## config.mk

```make
export PLATFORM = sky130hd
export DESIGN_NAME = tile_noc_packetizer_flat
export DESIGN_NICKNAME = d
export VERILOG_FILES = /design/src/rtl/tile_noc_packetizer_if.sv /design/src/rtl/tile_noc_packetizer.sv /design/src/flat_wrapper.sv
export SDC_FILE = /design/constraint.sdc
export NUM_CORES = 1
export LEC_CHECK = 0
export ABC_AREA = 1
export CAP_MARGIN = 20
export CORE_ASPECT_RATIO = 0.8
export CORE_MARGIN = 2
export CORE_UTILIZATION = 48
export CTS_BUF_LIST = sky130_fd_sc_hd__clkbuf_4
export DETAILED_ROUTE_END_ITERATION = 7
export MAX_ROUTING_LAYER = met4
export PLACE_DENSITY = 0.86
export SYNTH_ARGS = -nofsm -noshare
export SYNTH_HDL_FRONTEND = slang
export SYNTH_SLANG_ARGS = --single-unit
```

## constraint.sdc

```tcl
create_clock -name clk -period 4.4 [get_ports clk]
set_clock_uncertainty 0.2 [all_clocks]
set_input_delay 1.1 -clock clk [delete_from_list [all_inputs] [get_ports clk]]
set_output_delay 1.1 -clock clk [all_outputs]
set_load 0.02 [all_outputs]
```

## src/rtl/tile_noc_packetizer_if.sv

```systemverilog
// Flit-injection bundle between a tile master, the packetizer and the router Local port.
// The master modport is the tile/router side; the slave modport is the packetizer.
`timescale 1ns/1ps
interface tile_noc_packetizer_if #(
    parameter int FLIT_W = 64
);
    logic              req_valid;
    logic              req_ready;
    logic [3:0]        req_dst_row;
    logic [3:0]        req_dst_col;
    logic [7:0]        req_len;
    logic [FLIT_W-3:0] pld_data;
    logic              pld_valid;
    logic              pld_ready;
    logic [FLIT_W-1:0] flit_out;
    logic              valid_out;
    logic              ready_in;
    logic              busy;
    logic              err_drop;

    modport master (
        output req_valid, req_dst_row, req_dst_col, req_len,
        output pld_data, pld_valid, ready_in,
        input  req_ready, pld_ready, flit_out, valid_out, busy, err_drop
    );

    modport slave (
        input  req_valid, req_dst_row, req_dst_col, req_len,
        input  pld_data, pld_valid, ready_in,
        output req_ready, pld_ready, flit_out, valid_out, busy, err_drop
    );
endinterface

```

## src/rtl/tile_noc_packetizer.sv

```systemverilog
// Tile injection endpoint: turns a packet request plus payload stream into head/body/tail flits.
// Optional macro NI_SEQ_EN adds an 8-bit per-head sequence number in head flit [37:30].
`timescale 1ns/1ps
module tile_noc_packetizer #(
    parameter int ROWS    = 4,
    parameter int COLS    = 4,
    parameter int FLIT_W  = 64,
    parameter int SRC_ROW = 0,
    parameter int SRC_COL = 0
) (
    input  logic                   clk,
    input  logic                   rst_n,
    tile_noc_packetizer_if.slave   bus
);

    typedef enum logic [1:0] {
        IDLE = 2'd0,
        BODY = 2'd1,
        DROP = 2'd2
    } state_t;

    state_t            state;
    state_t            state_nxt;
    logic [7:0]        rem;
    logic [7:0]        rem_nxt;
    logic              valid_q;
    logic              valid_nxt;
    logic [FLIT_W-1:0] flit_q;
    logic [FLIT_W-1:0] flit_nxt;
    logic              err_q;
    logic              err_nxt;
    logic              run_q;
    logic [7:0]        head_seq;

    logic slot_free;
    logic dst_ok;
    logic req_fire;
    logic pld_fire;

`ifdef NI_SEQ_EN
    logic [7:0] seq;
    logic [7:0] seq_nxt;
    assign head_seq = seq;
`else
    assign head_seq = 8'd0;
`endif

    function automatic logic [7:0] rem_dec(input logic [7:0] r);
        return (r == 8'd0) ? 8'd0 : r - 8'd1;
    endfunction

    function automatic logic [FLIT_W-1:0] head_flit(
        input logic [3:0] row,
        input logic [3:0] col,
        input logic [7:0] len,
        input logic [7:0] sq
    );
        logic [FLIT_W-1:0] f;
        f                  = '0;
        f[FLIT_W-1 -: 2]   = (len == 8'd0) ? 2'b11 : 2'b10;
        f[FLIT_W-3 -: 4]   = row;
        f[FLIT_W-7 -: 4]   = col;
        f[FLIT_W-11 -: 4]  = 4'(SRC_ROW);
        f[FLIT_W-15 -: 4]  = 4'(SRC_COL);
        f[FLIT_W-19 -: 8]  = len;
        f[FLIT_W-27 -: 8]  = sq;
        return f;
    endfunction

    // The slot can take a new flit when empty or when its current flit leaves this cycle.
    assign slot_free = !valid_q || bus.ready_in;
    assign dst_ok    = (int'(bus.req_dst_row) < ROWS) && (int'(bus.req_dst_col) < COLS);

    // run_q keeps the handshakes closed while rst_n is low and for the first edge after release.
    assign bus.req_ready = run_q && (state == IDLE) && slot_free;
    assign bus.pld_ready = run_q && (((state == BODY) && slot_free) || (state == DROP));
    assign req_fire      = bus.req_valid && bus.req_ready;
    assign pld_fire      = bus.pld_valid && bus.pld_ready;

    assign bus.flit_out  = flit_q;
    assign bus.valid_out = valid_q;
    assign bus.err_drop  = err_q;
    assign bus.busy      = (state != IDLE) || valid_q;

    always_comb begin
        state_nxt = state;
        rem_nxt   = rem;
        err_nxt   = 1'b0;
        flit_nxt  = flit_q;
        valid_nxt = valid_q && !bus.ready_in;
`ifdef NI_SEQ_EN
        seq_nxt   = seq;
`endif
        unique case (state)
            IDLE: begin
                if (req_fire) begin
                    rem_nxt = bus.req_len;
                    if (dst_ok) begin
                        flit_nxt  = head_flit(bus.req_dst_row, bus.req_dst_col, bus.req_len, head_seq);
                        valid_nxt = 1'b1;
`ifdef NI_SEQ_EN
                        seq_nxt   = seq + 8'd1;
`endif
                        state_nxt = (bus.req_len == 8'd0) ? IDLE : BODY;
                    end else begin
                        err_nxt   = 1'b1;
                        state_nxt = (bus.req_len == 8'd0) ? IDLE : DROP;
                    end
                end
            end
            BODY: begin
                if (pld_fire) begin
                    flit_nxt  = {(rem == 8'd1) ? 2'b01 : 2'b00, bus.pld_data};
                    valid_nxt = 1'b1;
                    rem_nxt   = rem_dec(rem);
                    if (rem <= 8'd1) state_nxt = IDLE;
                end
            end
            DROP: begin
                if (pld_fire) begin
                    rem_nxt = rem_dec(rem);
                    if (rem <= 8'd1) state_nxt = IDLE;
                end
            end
            default: state_nxt = IDLE;
        endcase
    end

    always_ff @(posedge clk or negedge rst_n) begin
        if (!rst_n) begin
            state   <= IDLE;
            rem     <= 8'd0;
            valid_q <= 1'b0;
            flit_q  <= '0;
            err_q   <= 1'b0;
            run_q   <= 1'b0;
`ifdef NI_SEQ_EN
            seq     <= 8'd0;
`endif
        end else begin
            state   <= state_nxt;
            rem     <= rem_nxt;
            valid_q <= valid_nxt;
            flit_q  <= flit_nxt;
            err_q   <= err_nxt;
            run_q   <= 1'b1;
`ifdef NI_SEQ_EN
            seq     <= seq_nxt;
`endif
        end
    end

endmodule
```

## src/flat_wrapper.sv

```systemverilog
// flat-port wrapper written by rule: the top's interface ports become plain ports
module tile_noc_packetizer_flat 
#(
    parameter int ROWS    = 4,
    parameter int COLS    = 4,
    parameter int FLIT_W  = 64,
    parameter int SRC_ROW = 0,
    parameter int SRC_COL = 0
)
  (clk, rst_n, bus_req_valid, bus_req_dst_row, bus_req_dst_col, bus_req_len, bus_pld_data, bus_pld_valid, bus_ready_in, bus_req_ready, bus_pld_ready, bus_flit_out, bus_valid_out, bus_busy, bus_err_drop);
  tile_noc_packetizer_if #(.FLIT_W(FLIT_W)) bus_i ();
  input  logic clk;
  input  logic rst_n;
  input wire logic [$bits(bus_i.req_valid)-1:0] bus_req_valid;
  input wire logic [$bits(bus_i.req_dst_row)-1:0] bus_req_dst_row;
  input wire logic [$bits(bus_i.req_dst_col)-1:0] bus_req_dst_col;
  input wire logic [$bits(bus_i.req_len)-1:0] bus_req_len;
  input wire logic [$bits(bus_i.pld_data)-1:0] bus_pld_data;
  input wire logic [$bits(bus_i.pld_valid)-1:0] bus_pld_valid;
  input wire logic [$bits(bus_i.ready_in)-1:0] bus_ready_in;
  output wire logic [$bits(bus_i.req_ready)-1:0] bus_req_ready;
  output wire logic [$bits(bus_i.pld_ready)-1:0] bus_pld_ready;
  output wire logic [$bits(bus_i.flit_out)-1:0] bus_flit_out;
  output wire logic [$bits(bus_i.valid_out)-1:0] bus_valid_out;
  output wire logic [$bits(bus_i.busy)-1:0] bus_busy;
  output wire logic [$bits(bus_i.err_drop)-1:0] bus_err_drop;
  assign bus_i.req_valid = bus_req_valid;
  assign bus_i.req_dst_row = bus_req_dst_row;
  assign bus_i.req_dst_col = bus_req_dst_col;
  assign bus_i.req_len = bus_req_len;
  assign bus_i.pld_data = bus_pld_data;
  assign bus_i.pld_valid = bus_pld_valid;
  assign bus_i.ready_in = bus_ready_in;
  assign bus_req_ready = bus_i.req_ready;
  assign bus_pld_ready = bus_i.pld_ready;
  assign bus_flit_out = bus_i.flit_out;
  assign bus_valid_out = bus_i.valid_out;
  assign bus_busy = bus_i.busy;
  assign bus_err_drop = bus_i.err_drop;
  tile_noc_packetizer #(.ROWS(ROWS), .COLS(COLS), .FLIT_W(FLIT_W), .SRC_ROW(SRC_ROW), .SRC_COL(SRC_COL)) u_core (.clk(clk), .rst_n(rst_n), .bus(bus_i));
endmodule
```

== After elaboration in Yosys (flattened, before gate mapping) ==
Index checks and enable logic that the tools add are counted.

* Memory bits (writable): 0
* Output and inout bits: 69
* Memories kept: 0
* Logic and storage cells: 65
* Bits in registers: 77
* Input port bits: 83
* Bits in read-only memories: 0
* Bits in latches: 0

* Bitwise operators: 0
* Equal/unequal tests: 8
* Div/mod/pow operators: 0
* Multiplexer cells: 24
* Magnitude comparators: 3
* $add $sub $neg: 1
* Shift operators: 0
* Multiply operators: 0
* Reductions and logical operators: 23

{| class="wikitable"
|+ Operators with widths
! cell !! count
|-
| two-way mux 64 bit || 3
|-
| case mux 64 bit (2 select lines) || 1
|-
| two-way mux 8 bit || 3
|-
| zero test 8 bit || 2
|-
| case mux 8 bit (2 select lines) || 1
|-
| two-way mux 2 bit || 5
|-
| inequality test 2 x 1 -> 1 bit (second input constant) || 5
|-
| two-way mux 1 bit || 9
|-
| equality test 8 x 1 -> 1 bit (second input constant) || 1
|-
| <= comparator 8 x 1 -> 1 bit (second input constant) || 1
|-
| logical AND 1 bit || 8
|-
| < comparator 4 x 3 -> 1 bit (second input constant) || 2
|-
| subtractor 8 x 1 -> 8 bit (second input constant) || 1
|-
| AND reduction 3 bit || 2
|-
| nonzero test 2 bit || 3
|-
| case mux 2 bit (2 select lines) || 1
|-
| AND reduction 4 bit || 1
|-
| logical OR 1 bit || 3
|-
| equality test 2 x 1 -> 1 bit (second input constant) || 1
|-
| equality test 2 bit (second input constant) || 1
|-
| zero test 1 bit || 2
|-
| zero test 2 bit || 1
|-
| case mux 1 bit (2 select lines) || 1
|-
| OR reduction 2 bit || 1
|}

== Depth between registers and ports, before layout ==
* Depth after elaboration: 8
* Depth in mapped cells: 11
* Depth with buffers taken out: 10

== Least setup slack after synthesis ==
No wires, ideal clock.

* Path kind: input -> output
* Start: input port bus_ready_in
* End: output port bus_pld_ready
* Slack: 1,308 ps
* Buffers on the path: 0
* Data required time: 3,100 ps
* Stages: 4
* Arrival time: 1,792 ps
* Cell sequence: inv_1 -> nand2_2 -> nand2_1 -> a21boi_0

* Longest elaborated chain between the ends: 4

{| class="wikitable"
|+ Ends and longest elaborated chain
! element !! line !! text
|-
| start, declared || flat_wrapper.sv:20 || <nowiki>input wire logic [$bits(bus_i.ready_in)-1:0] bus_ready_in;</nowiki>
|-
| logical OR 1 bit || tile_noc_packetizer.sv:71 || <nowiki>assign slot_free = !valid_q || bus.ready_in;</nowiki>
|-
| logical AND 1 bit || tile_noc_packetizer.sv:76 || <nowiki>assign bus.pld_ready = run_q && (((state == BODY) && slot_free) || (state == DROP));</nowiki>
|-
| logical OR 1 bit || tile_noc_packetizer.sv:76 ||
|-
| logical AND 1 bit || tile_noc_packetizer.sv:76 ||
|-
| end, declared || flat_wrapper.sv:22 || <nowiki>output wire logic [$bits(bus_i.pld_ready)-1:0] bus_pld_ready;</nowiki>
|}

No other way between the ends.

== Worst setup path after layout ==
Ends and elaborated chain as after synthesis.

==> impl_summary.txt <==
----------------------------------------------------
[Placed design]
  HPWL after detailed placement ... 7235 µm
  Placer Congestion ... 0.9286
  Port bufs ... 151
  Worst setup slack after placement ... 448.0 ps

[Global route]
  Number of antenna violations at the first check in global routing ... 0
  Global-route wire length before repair ... 15,470 µm
  Pin count of the biggest net entering global routing ... 78
  Total global routing overflow ... 0
  Number of global-route vias before repair ... 3,195
  Gr usage total ... 0.2447

[STA]
  Transition time of the tightest slew-check pin ... 979.4 ps
  Number of failing hold endpoints at the final stage ... 0
  Worst slack on hold paths ... 280.7 ps
  Final number of max-transition violations ... 0
  Unrepaired setup endpoints after global routing ... no
  Smallest setup slack after layout ... 446.1 ps
  Maximum frequency from static timing analysis ... 252.9 MHz
  Post-Route Setup TNS ... 0 ps
  Crit path time final ... 3954 ps
  Setup Viol. Count Final ... 0
  Final clock period utilization by the worst path ... 0.8986
  Max-slew headroom ... 0.3455

[Drt]
  Detailed-route via count ... 3,521
  First-pass DRT Iterations ... 5
  Post-detailed-route DRC marker count ... 0
  Avg Vias per Cell ... 4.966
  Average wire length per cell after detail routing ... 13.94 µm
  Total detailed-routing wirelength ... 9884 µm
  Residual antenna-violating net count after detailed routing ... 0
  Drt first-iter violations ... 193

[Pwr]
  Worst IR drop on VDD ... 0.5288 mV
  Switching share of power ... 0.4051
  Power Density ... 465.3 nW/µm²
  Power share of the sequential group ... 0.375
  Internal power component ... 1.486 mW
  Switching power ... 1.012 mW
  Part of the power in the clock network ... 0.174
  Static leakage power ... 2.652 nW
  Combinational Power Share ... 0.451

[Setup path]
  R2R Path Start ... u_core.state[1]
  Worst r2r dst ... u_core.bus.flit_out[1]
  Logic depth of the worst register-to-register path ... 10
  CP startpoint kind ... input port
  Max Fanout on Critical Path ... 4
  R2R setup slack ... 1650 ps
  Critical path arrival ... 2650 ps
  Required time of the critical path ... 3100 ps
  Setup crit end kind ... output pin
  Crit Path Category ... input port to output pin

[Yosys]
  Net count of the mapped netlist ... 541
  Total of flip-flops plus latches after synthesis ... 77
  Gate Count Post-Synth ... 453
  Netlist Area Pre-Place ... 3666 µm²
  Share of the yosys chip area belonging to registers ... 0.5256
  Number of warnings printed during yosys synthesis ... 0
  Post-synthesis cell type count ... 25
  Average cell area after synthesis ... 8.093 µm²

[Outcome]
  Run status ... finished clean

[Final layout]
  Total area of multi-input combinational cells ... 1524 µm²
  Area Growth Syn to Fin ... 46.38%
  Commonest cells after routing, fill and taps aside ... nand2_1 (189), clkdlybuf4s50_1 (150), dfrtp_1 (77), nand3_1 (58), inv_1 (25)
  Layout cell share with drive strength beyond 1 ... 0.04636
  Most common library cell in the layout ignoring fill and taps ... nand2_1
  Nets ... 687
  Seq. cell area ... 1927 µm²
  Antenna Diode Count ... 0
  Fill cell count ... 555

[Clock network]
  Post-cts resize count ... 0
  Cts bufs inserted ... 9
  Number of buffers inserted for hold repair after clock tree synthesis ... 0
  H-tree levels ... 3
  CTS root buffer ... clkbuf_4
  Clock insertion delay at the later pin of the skew report ... 420 ps
  Sink Count ... 77
  Clock-pin slew reported for the worst setup and hold paths after clock tree synthesis ... 110 ps
  Buffer count from post-CTS setup fixing ... 0
  Clk buf depth ... 2
  TritonCTS clock tree ... done

[Die]
  Width of the chip ... 101.7 µm
  Number of rows in the core area ... 28
  Die height ... 82.17 µm
  Overall die area ... 8357 µm²
  # IOs ... 152
  Core Footprint ... 7392 µm²
  Initial core utilization ... 0.4959

[Run]
  Max-cap violations ... 0

[Min path]
  Worst min-delay path startpoint ... u_core.bus.flit_out[6]
  Kind of path behind the tightest hold check ... flip-flop to flip-flop
  WHS Endpoint ... u_core.bus.flit_out[6]
  WHS Path Cells ... 2

----------------------------------------------------
==> area by class of cell <==
cell class | count | share of cell area
clock buffers | 9 | 0.01259
clock inverters | 7 | 0.01399
inverters | 26 | 0.01819
flip-flops and latches | 77 | 0.3591
multi-input cells | 331 | 0.2840
repair buffers | 154 | 0.2877
well taps | 105 | 0.02448
==> sequential cells by signal, indices dropped and copies added, names as in the netlist <==
signal / count
u_core.bus.err_drop: 1
u_core.state: 2
u_core.bus.flit_out: 64
u_core.run_q: 1
u_core.rem: 8
u_core.bus.valid_out: 1
==> through the flow <==
stage / cells / utilization / power, mW / instance area (µm²)
6_report: 709 / 0.7260 / 2.497 / 5366
5_1_grt: 709 / 0.7260 / 2.685 / 5366
4_1_cts: 709 / 0.7260 / 2.511 / 5366
3_5_place_dp: 693 / 0.7067 / 2.071 / 5224
3_3_place_gp: 693 / 0.7067 / 2.039 / 5224
2_1_floorplan: 453 / - / 1.627 / 3666
==> synth_stat cells <==
cell type,n,area [µm²]
a21oi_2,1,8.760
nand3_2,1,10.01
a21boi_0,1,7.510
inv_2,1,3.750
xnor2_1,1,8.760
mux2i_1,9,90.09
nand3_1,58,290.3
nand4_1,5,31.28
buf_6,4,45.04
dfrtp_1,77,1927
or2_2,1,6.260
nand2_1,189,709.4
inv_1,25,93.84
nor2_4,1,11.26
o21ai_0,14,70.07
buf_1,1,3.750
nor2_1,22,82.58
o21ai_1,17,85.08
nand2_2,3,18.77
o211ai_1,1,7.510
buf_2,13,65.06
clkbuf_1,1,3.750
nand3b_4,1,20.02
conb_1,1,3.750
ha_1,5,62.56
==> power groups by stage <==
stage	combinational, mW	clock (mW)	sequential, mW
6_report	1.13	0.434	0.935
4_1_cts	1.13	0.448	0.934
2_1_floorplan	0.576	0	1.05
5_1_grt	1.25	0.485	0.951
3_5_place_dp	1.12	0	0.947
3_3_place_gp	1.09	0	0.944
==> cells by family after synthesis <==
logic type,after synthesis,synth area share
AO/OA/AOI/OAI,34,0.04881
buffers and inverters,45,0.05870
XOR/XNOR,1,0.002390
AND/OR/NAND/NOR,281,0.3218
other,1,0.001023
multiplexers,9,0.02457
flip-flops,77,0.5256
adder cells (fa/ha/maj),5,0.01706
==> how the worst max path moves through the flow <==
stage	from	endpoint	slack, ps	cells after the start
detailed placement	bus_ready_in	bus_pld_ready	450	6
global placement	bus_ready_in	bus_pld_ready	520	6
CTS	bus_ready_in	bus_pld_ready	430	6
floorplan	bus_ready_in	bus_pld_ready	1310	4
global route	bus_ready_in	bus_pld_ready	320	6
finish	bus_ready_in	bus_pld_ready	450	6
==> critical path: stages <==
cell and delay (ps):
clkdlybuf4s50_1 490, inv_1 60, nand2_2 100, nand2_1 80, a21boi_0 180, clkdlybuf4s50_1 640
==> metal layers <==
| layer | global-route usage | share of wire |
|---|---|---|
| met1 | 0.3242 | 0.43 |
| met3 | 0.05387 | 0.061 |
| met4 | 0.06216 | 0.013 |
| met5 | - | 0 |
| met2 | 0.3875 | 0.50 |
No activity file was read; power rests on OpenSTA's default activity.
